File: src/rtl/i2c_pkg.sv
// Shared definitions for the I2C register sequencer: FSM states, step indices,
// completion error codes and the byte-command helpers used to drive the byte master.
package i2c_pkg;

  typedef enum logic [2:0] {
    S_IDLE,
    S_ISSUE,
    S_WAIT_RSP,
    S_STOP_ISSUE,
    S_STOP_WAIT,
    S_DONE
  } seq_state_t;

  // Step 2 is the data byte for writes and the repeated start for reads.
  localparam logic [1:0] STEP_ADDR = 2'd0;
  localparam logic [1:0] STEP_REG  = 2'd1;
  localparam logic [1:0] STEP_MID  = 2'd2;
  localparam logic [1:0] STEP_READ = 2'd3;

  localparam logic [1:0] ERR_OK   = 2'd0;
  localparam logic [1:0] ERR_NACK = 2'd1;
  localparam logic [1:0] ERR_TMO  = 2'd2;
  localparam logic [1:0] ERR_WDG  = 2'd3;

  typedef struct packed {
    logic       start;
    logic       rw;
    logic [7:0] data;
  } cmd_t;

  function automatic logic [7:0] pack_addr(input logic [6:0] addr7, input logic rw);
    return {addr7, rw};
  endfunction

  function automatic cmd_t step_cmd(
    input logic [1:0] step,
    input logic       rd,
    input logic [6:0] dev,
    input logic [7:0] reg_idx,
    input logic [7:0] wbyte
  );
    cmd_t c;
    c = '{start: 1'b0, rw: 1'b0, data: 8'h00};
    case (step)
      STEP_ADDR: begin
        c.start = 1'b1;
        c.data  = pack_addr(dev, 1'b0);
      end
      STEP_REG: c.data = reg_idx;
      STEP_MID: begin
        if (rd) begin
          c.start = 1'b1;
          c.data  = pack_addr(dev, 1'b1);
        end else begin
          c.data = wbyte;
        end
      end
      default: c.rw = 1'b1;
    endcase
    return c;
  endfunction

endpackage

File: src/rtl/i2c_rsp_watchdog.sv
// Clearable saturating counter with a terminal-count flag; the sequencer reuses it
// both as the response watchdog and as the post-stop hold timer.
module i2c_rsp_watchdog #(
  parameter int CNT_W = 22
) (
  input  logic             clock,
  input  logic             reset_n,
  input  logic             i_clear,
  input  logic             i_enable,
  input  logic [CNT_W-1:0] i_terminal,
  output logic             o_tc
);

  logic [CNT_W-1:0] r_count;

  always_ff @(posedge clock or negedge reset_n) begin
    if (!reset_n) begin
      r_count <= '0;
    end else if (i_clear) begin
      r_count <= '0;
    end else if (i_enable && (r_count != i_terminal)) begin
      r_count <= r_count + 1'b1;
    end
  end

  assign o_tc = (r_count == i_terminal);

endmodule

File: src/rtl/i2c_reg_sequencer.sv
// Register-level transaction sequencer: turns one register read/write request into the
// start/write/read/stop byte-command stream for the I2C byte master and reports completion.
module i2c_reg_sequencer
  import i2c_pkg::*;
#(
  parameter int RSP_TIMEOUT = 2000000,
  parameter int STOP_HOLD   = 1000,
  parameter int CNT_W       = 22
) (
  input  logic       clock,
  input  logic       reset_n,
  input  logic       req,
  input  logic       req_rw,
  input  logic [6:0] dev_addr,
  input  logic [7:0] reg_addr,
  input  logic [7:0] wdata,
  output logic       ready,
  output logic       done,
  output logic [7:0] rdata,
  output logic [1:0] err,
  output logic [7:0] m_data_w,
  output logic       m_start,
  output logic       m_stop,
  output logic       m_rw,
  output logic       m_go,
  input  logic [7:0] m_data_r,
  input  logic       m_ack,
  input  logic       m_nack,
  input  logic       m_timeout
);

  localparam logic [CNT_W-1:0] RSP_TC  = CNT_W'(RSP_TIMEOUT - 1);
  localparam logic [CNT_W-1:0] HOLD_TC = CNT_W'(STOP_HOLD - 1);

  seq_state_t       r_state;
  logic [1:0]       r_step;
  logic             r_rw;
  logic [6:0]       r_dev;
  logic [7:0]       r_reg;
  logic [7:0]       r_wdata;

  logic             w_tc;
  logic             w_clear;
  logic             w_enable;
  logic [CNT_W-1:0] w_terminal;
  logic [1:0]       w_last_step;
  cmd_t             w_cmd;

  // One counter serves both waits; its terminal value follows the state.
  assign w_clear     = (r_state == S_ISSUE) || (r_state == S_STOP_ISSUE);
  assign w_enable    = (r_state == S_WAIT_RSP) || (r_state == S_STOP_WAIT);
  assign w_terminal  = (r_state == S_STOP_WAIT) ? HOLD_TC : RSP_TC;
  assign w_last_step = r_rw ? STEP_READ : STEP_MID;
  assign w_cmd       = step_cmd(r_step, r_rw, r_dev, r_reg, r_wdata);

  i2c_rsp_watchdog #(
    .CNT_W(CNT_W)
  ) u_watchdog (
    .clock     (clock),
    .reset_n   (reset_n),
    .i_clear   (w_clear),
    .i_enable  (w_enable),
    .i_terminal(w_terminal),
    .o_tc      (w_tc)
  );

  always_ff @(posedge clock or negedge reset_n) begin
    if (!reset_n) begin
      r_state  <= S_IDLE;
      r_step   <= STEP_ADDR;
      r_rw     <= 1'b0;
      r_dev    <= '0;
      r_reg    <= '0;
      r_wdata  <= '0;
      ready    <= 1'b1;
      done     <= 1'b0;
      rdata    <= '0;
      err      <= ERR_OK;
      m_data_w <= '0;
      m_start  <= 1'b0;
      m_stop   <= 1'b0;
      m_rw     <= 1'b0;
      m_go     <= 1'b0;
    end else begin
      case (r_state)
        S_IDLE: begin
          done <= 1'b0;
          if (req) begin
            r_rw    <= req_rw;
            r_dev   <= dev_addr;
            r_reg   <= reg_addr;
            r_wdata <= wdata;
            r_step  <= STEP_ADDR;
            ready   <= 1'b0;
            err     <= ERR_OK;
            rdata   <= '0;
            r_state <= S_ISSUE;
          end
        end

        S_ISSUE: begin
          m_go     <= 1'b1;
          m_stop   <= 1'b0;
          m_start  <= w_cmd.start;
          m_rw     <= w_cmd.rw;
          m_data_w <= w_cmd.data;
          r_state  <= S_WAIT_RSP;
        end

        // Timeout outranks the watchdog, which outranks nack, which outranks ack.
        S_WAIT_RSP: begin
          m_go <= 1'b0;
          if (m_timeout || w_tc || m_nack) begin
            err      <= m_timeout ? ERR_TMO : (w_tc ? ERR_WDG : ERR_NACK);
            m_start  <= 1'b0;
            m_rw     <= 1'b0;
            m_data_w <= '0;
            r_state  <= S_STOP_ISSUE;
          end else if (m_ack) begin
            if (r_rw && (r_step == STEP_READ)) begin
              rdata <= m_data_r;
            end
            m_start  <= 1'b0;
            m_rw     <= 1'b0;
            m_data_w <= '0;
            if (r_step == w_last_step) begin
              r_state <= S_STOP_ISSUE;
            end else begin
              r_step  <= r_step + 2'd1;
              r_state <= S_ISSUE;
            end
          end
        end

        S_STOP_ISSUE: begin
          m_stop  <= 1'b1;
          m_go    <= 1'b1;
          r_state <= S_STOP_WAIT;
        end

        S_STOP_WAIT: begin
          m_go <= 1'b0;
          if (w_tc) begin
            m_stop  <= 1'b0;
            done    <= 1'b1;
            r_state <= S_DONE;
          end
        end

        S_DONE: begin
          done    <= 1'b0;
          ready   <= 1'b1;
          r_state <= S_IDLE;
        end

        default: r_state <= S_IDLE;
      endcase
    end
  end

endmodule

File: config.mk
export PLATFORM = sky130hd
export DESIGN_NAME = i2c_reg_sequencer
export DESIGN_NICKNAME = d
export VERILOG_FILES = /design/src/rtl/i2c_pkg.sv /design/src/rtl/i2c_rsp_watchdog.sv /design/src/rtl/i2c_reg_sequencer.sv
export SDC_FILE = /design/constraint.sdc
export NUM_CORES = 1
export LEC_CHECK = 0
export BUFFER_PORTS_ARGS = -buffer_cell sky130_fd_sc_hd__buf_2
export CORE_UTILIZATION = 56
export DETAILED_ROUTE_END_ITERATION = 12
export PLACE_DENSITY = 0.88
export SLEW_MARGIN = 10
export SYNTH_ARGS = -nofsm -noshare
export SYNTH_HDL_FRONTEND = slang
export SYNTH_SLANG_ARGS = --single-unit
File: constraint.sdc
create_clock -name clock -period 2.8 [get_ports clock]
set_clock_uncertainty 0.15 [all_clocks]
set_input_delay 0.7 -clock clock [delete_from_list [all_inputs] [get_ports clock]]
set_output_delay 0.7 -clock clock [all_outputs]
set_load 0.005 [all_outputs]
==> flow_summary.toml <==
[place]
pre_cts_ws_ns = 0.256
io_buffers = 61
routabilityCongestion = 0.894
dpl.hpwl_um = 5630

[sta]
worst_pin_slew_ns = 0.738
period_minus_slack_ns = 2.58
setup-violations-final = 0
hold_violations = 0
max_freq_mhz = 388
period_share_pct = 92.0
slew_violations = 0
slew_headroom_pct = 50.4
rsz0062_at_grt = "no"
setup_slack_ns = 0.223
tns_ns = 0

[setup_path]
rrSetupSlack_ns = 0.22
critPathKind = "flop to flop"
slowest_stage = "or4_1"
critPathMaxStageDelay_ns = 0.53
required_ns = 2.91
worst_setup_path_start_kind = "flop"
crit_path_max_fanout = 22
crit_path_start = "r_state[1]"
crit_path_end_kind = "flop"
reg2reg_to = "u_watchdog.r_count[18]"
rr_startpoint = "r_state[1]"
reg2reg_depth = 6
crit_arrival_ns = 2.69
cp_cell_sequence = "nor3b_4 > mux2i_1 > o21ai_1 > a21o_2 > or4_1 > a21oi_1"

[global_route]
first_global_vias = 2851
met3_usage_pct = 6.86
grt_use_met2_pct = 38.8
grt-ovfl-total = 0
grt_max_degree = 55
antenna_found_initial = 0
use_met1_pct = 32.5
grt_use_total_pct = 24.5
grt_busiest_layer = "met2"
grt_pass1_wl_um = 13500

[clock_tree]
clk_latency_ns = 0.34
cts_tree = "yes"
cts_sinks = 75
cts-root-buf = "clkbuf_8"
cts_resized = 0
cts-hold-fix-buffers = 0
cts_buffers = 9
post-cts-setup-buffers = 0
cts_max_level = 3
clk_pin_slew_ns = 0.08
clockBufferDepth = 2

[synthesis]
syn_area_per_cell_um2 = 10.9
syn-cell-area_um2 = 3660
synth-edff-count = 0
synth_flop_cell = "dfrtp_1"
async_reset_ff_share_pct = 100
syn_nets = 378
ys_seq_elements = 75
synthCells = 334
synth_cell_types = 57
yosysSeqAreaShare_pct = 51.4
yosysWarningCount = 0

[route]
wl_per_cell_um = 17.2
viasPerCell = 6.16
postRouteAntennaNets = 0
vias = 2944
drt_iter0_drc = 308
wirelength_um = 8220
dr.pass1.iters = 7
drc_errors = 0

[pwr]
p_leak_nw = 1.92
ir_drop_mv = 0.432
power_density_nw_per_um2 = 489

[floorplanning]
fp-row-count = 29
coreArea_um2 = 6310
io_pins = 62
die_h_um = 82.8
die-area_um2 = 6860
die_w_um = 82.8
start_util_pct = 57.9

[layout]
largest_reg_flops = 22
fill_cells = 488
n_antenna_cell = 0
syn2layout_area_growth_pct = 15.8
fin_nets = 440
drive_gt1_share_pct = 29.7
mostFrequentLayoutCells = "74 x dfrtp_1, 61 x buf_2, 32 x nand2_1, 26 x nor2_1, 24 x mux2_2"
layout_commonest_cell = "dfrtp_1"
finalCoreUtilization_pct = 67.1
top_register = "u_watchdog.r_count"

[flow_run]
drv_cap = 0

[status]
status = "finished clean"

[min_path]
hold_path_class = "input port to asynchronous set/reset pin"
-- report_power, final --
part | internal (mW) | switching [mW] | leakage (nW)
Sequential | 1.10 | 0.0121 | 0.940
Combinational | 0.0359 | 0.0367 | 0.874
Clock | 0.500 | 0.387 | 0.103
Total | 1.64 | 0.436 | 1.92
-- worst max-delay path: cells and delay by family, from the launching register on --
kind	cells	cell delay, ns
flops	1	0.41
compound gates	3	0.82
simple gates	2	0.89
mux	1	0.23
-- metrics by stage --
step                      cells  power (mW)  hold WS (ns)  instance area [um2]
final                       478        2.07         0.176                 4230
after global routing        478        2.13         0.218                 4230
after CTS                   478        2.09         0.185                 4230
after detailed placement    462        1.21         0.324                 4030
after global placement      462        1.20         0.320                 4030
after floorplan             334        1.15         0.254                 3660
-- Yosys cell counts, types with 3 or more instances --
| master | count | area [um2] |
|---|---|---|
| xnor2_1 | 7 | 61.3 |
| o31ai_1 | 10 | 75.1 |
| nor2_1 | 26 | 97.6 |
| nand3b_1 | 3 | 22.5 |
| a211oi_1 | 5 | 37.5 |
| buf_6 | 3 | 33.8 |
| o21ai_0 | 11 | 55.1 |
| a22o_1 | 8 | 70.1 |
| buf_1 | 4 | 15.0 |
| mux2_2 | 24 | 270 |
| and3_1 | 6 | 37.5 |
| nand4_1 | 5 | 31.3 |
| a222oi_1 | 7 | 70.1 |
| nand3_1 | 10 | 50.1 |
| ha_1 | 6 | 75.1 |
| nand2_1 | 32 | 120 |
| a2111oi_0 | 3 | 26.3 |
| a21oi_1 | 20 | 100 |
| clkbuf_1 | 6 | 22.5 |
| dfrtp_1 | 74 | 1850 |
| or4_1 | 7 | 52.6 |
| o2bb2ai_1 | 7 | 61.3 |
| inv_1 | 5 | 18.8 |
| mux2i_1 | 3 | 30.0 |
-- area by class of cell --
cell class	count	area, um2	area share (%)
Sequential cell	75	1880	44.4
Tap cell	77	96.3	2.28
Timing Repair Buffer	67	363	8.57
Clock inverter	5	77.6	1.83
Clock buffer	11	131	3.10
Inverter	5	18.8	0.443
Multi-Input combinational cell	238	1670	39.4
-- metal layers --
layer / routed length (um) / part of all wire (%) / vias to the layer above
met5: 0 / 0 / -
met4: 109 / 1.3 / 0
met3: 606 / 7.4 / 12
met2: 3920 / 48 / 130
met1: 3590 / 44 / 1431
li1: - / - / 1371
-- cells by family after synthesis --
| group | Yosys count | synth area share, % |
|---|---|---|
| AND/OR/NAND/NOR | 111 | 16.5 |
| AO/OA/AOI/OAI | 86 | 16.9 |
| flip-flops | 75 | 51.4 |
| multiplexers | 27 | 8.21 |
| buffers and inverters | 21 | 3.01 |
| XOR/XNOR | 8 | 1.92 |
| adder cells (fa/ha/maj) | 6 | 2.05 |
-- worst max-delay path by stage --
stage                                  end
floorplan           u_watchdog.r_count[20]
global placement    u_watchdog.r_count[12]
detailed placement  u_watchdog.r_count[20]
CTS                 u_watchdog.r_count[16]
global route        u_watchdog.r_count[12]
finish              u_watchdog.r_count[18]
Note: power is estimated with default switching activity, not from simulation.
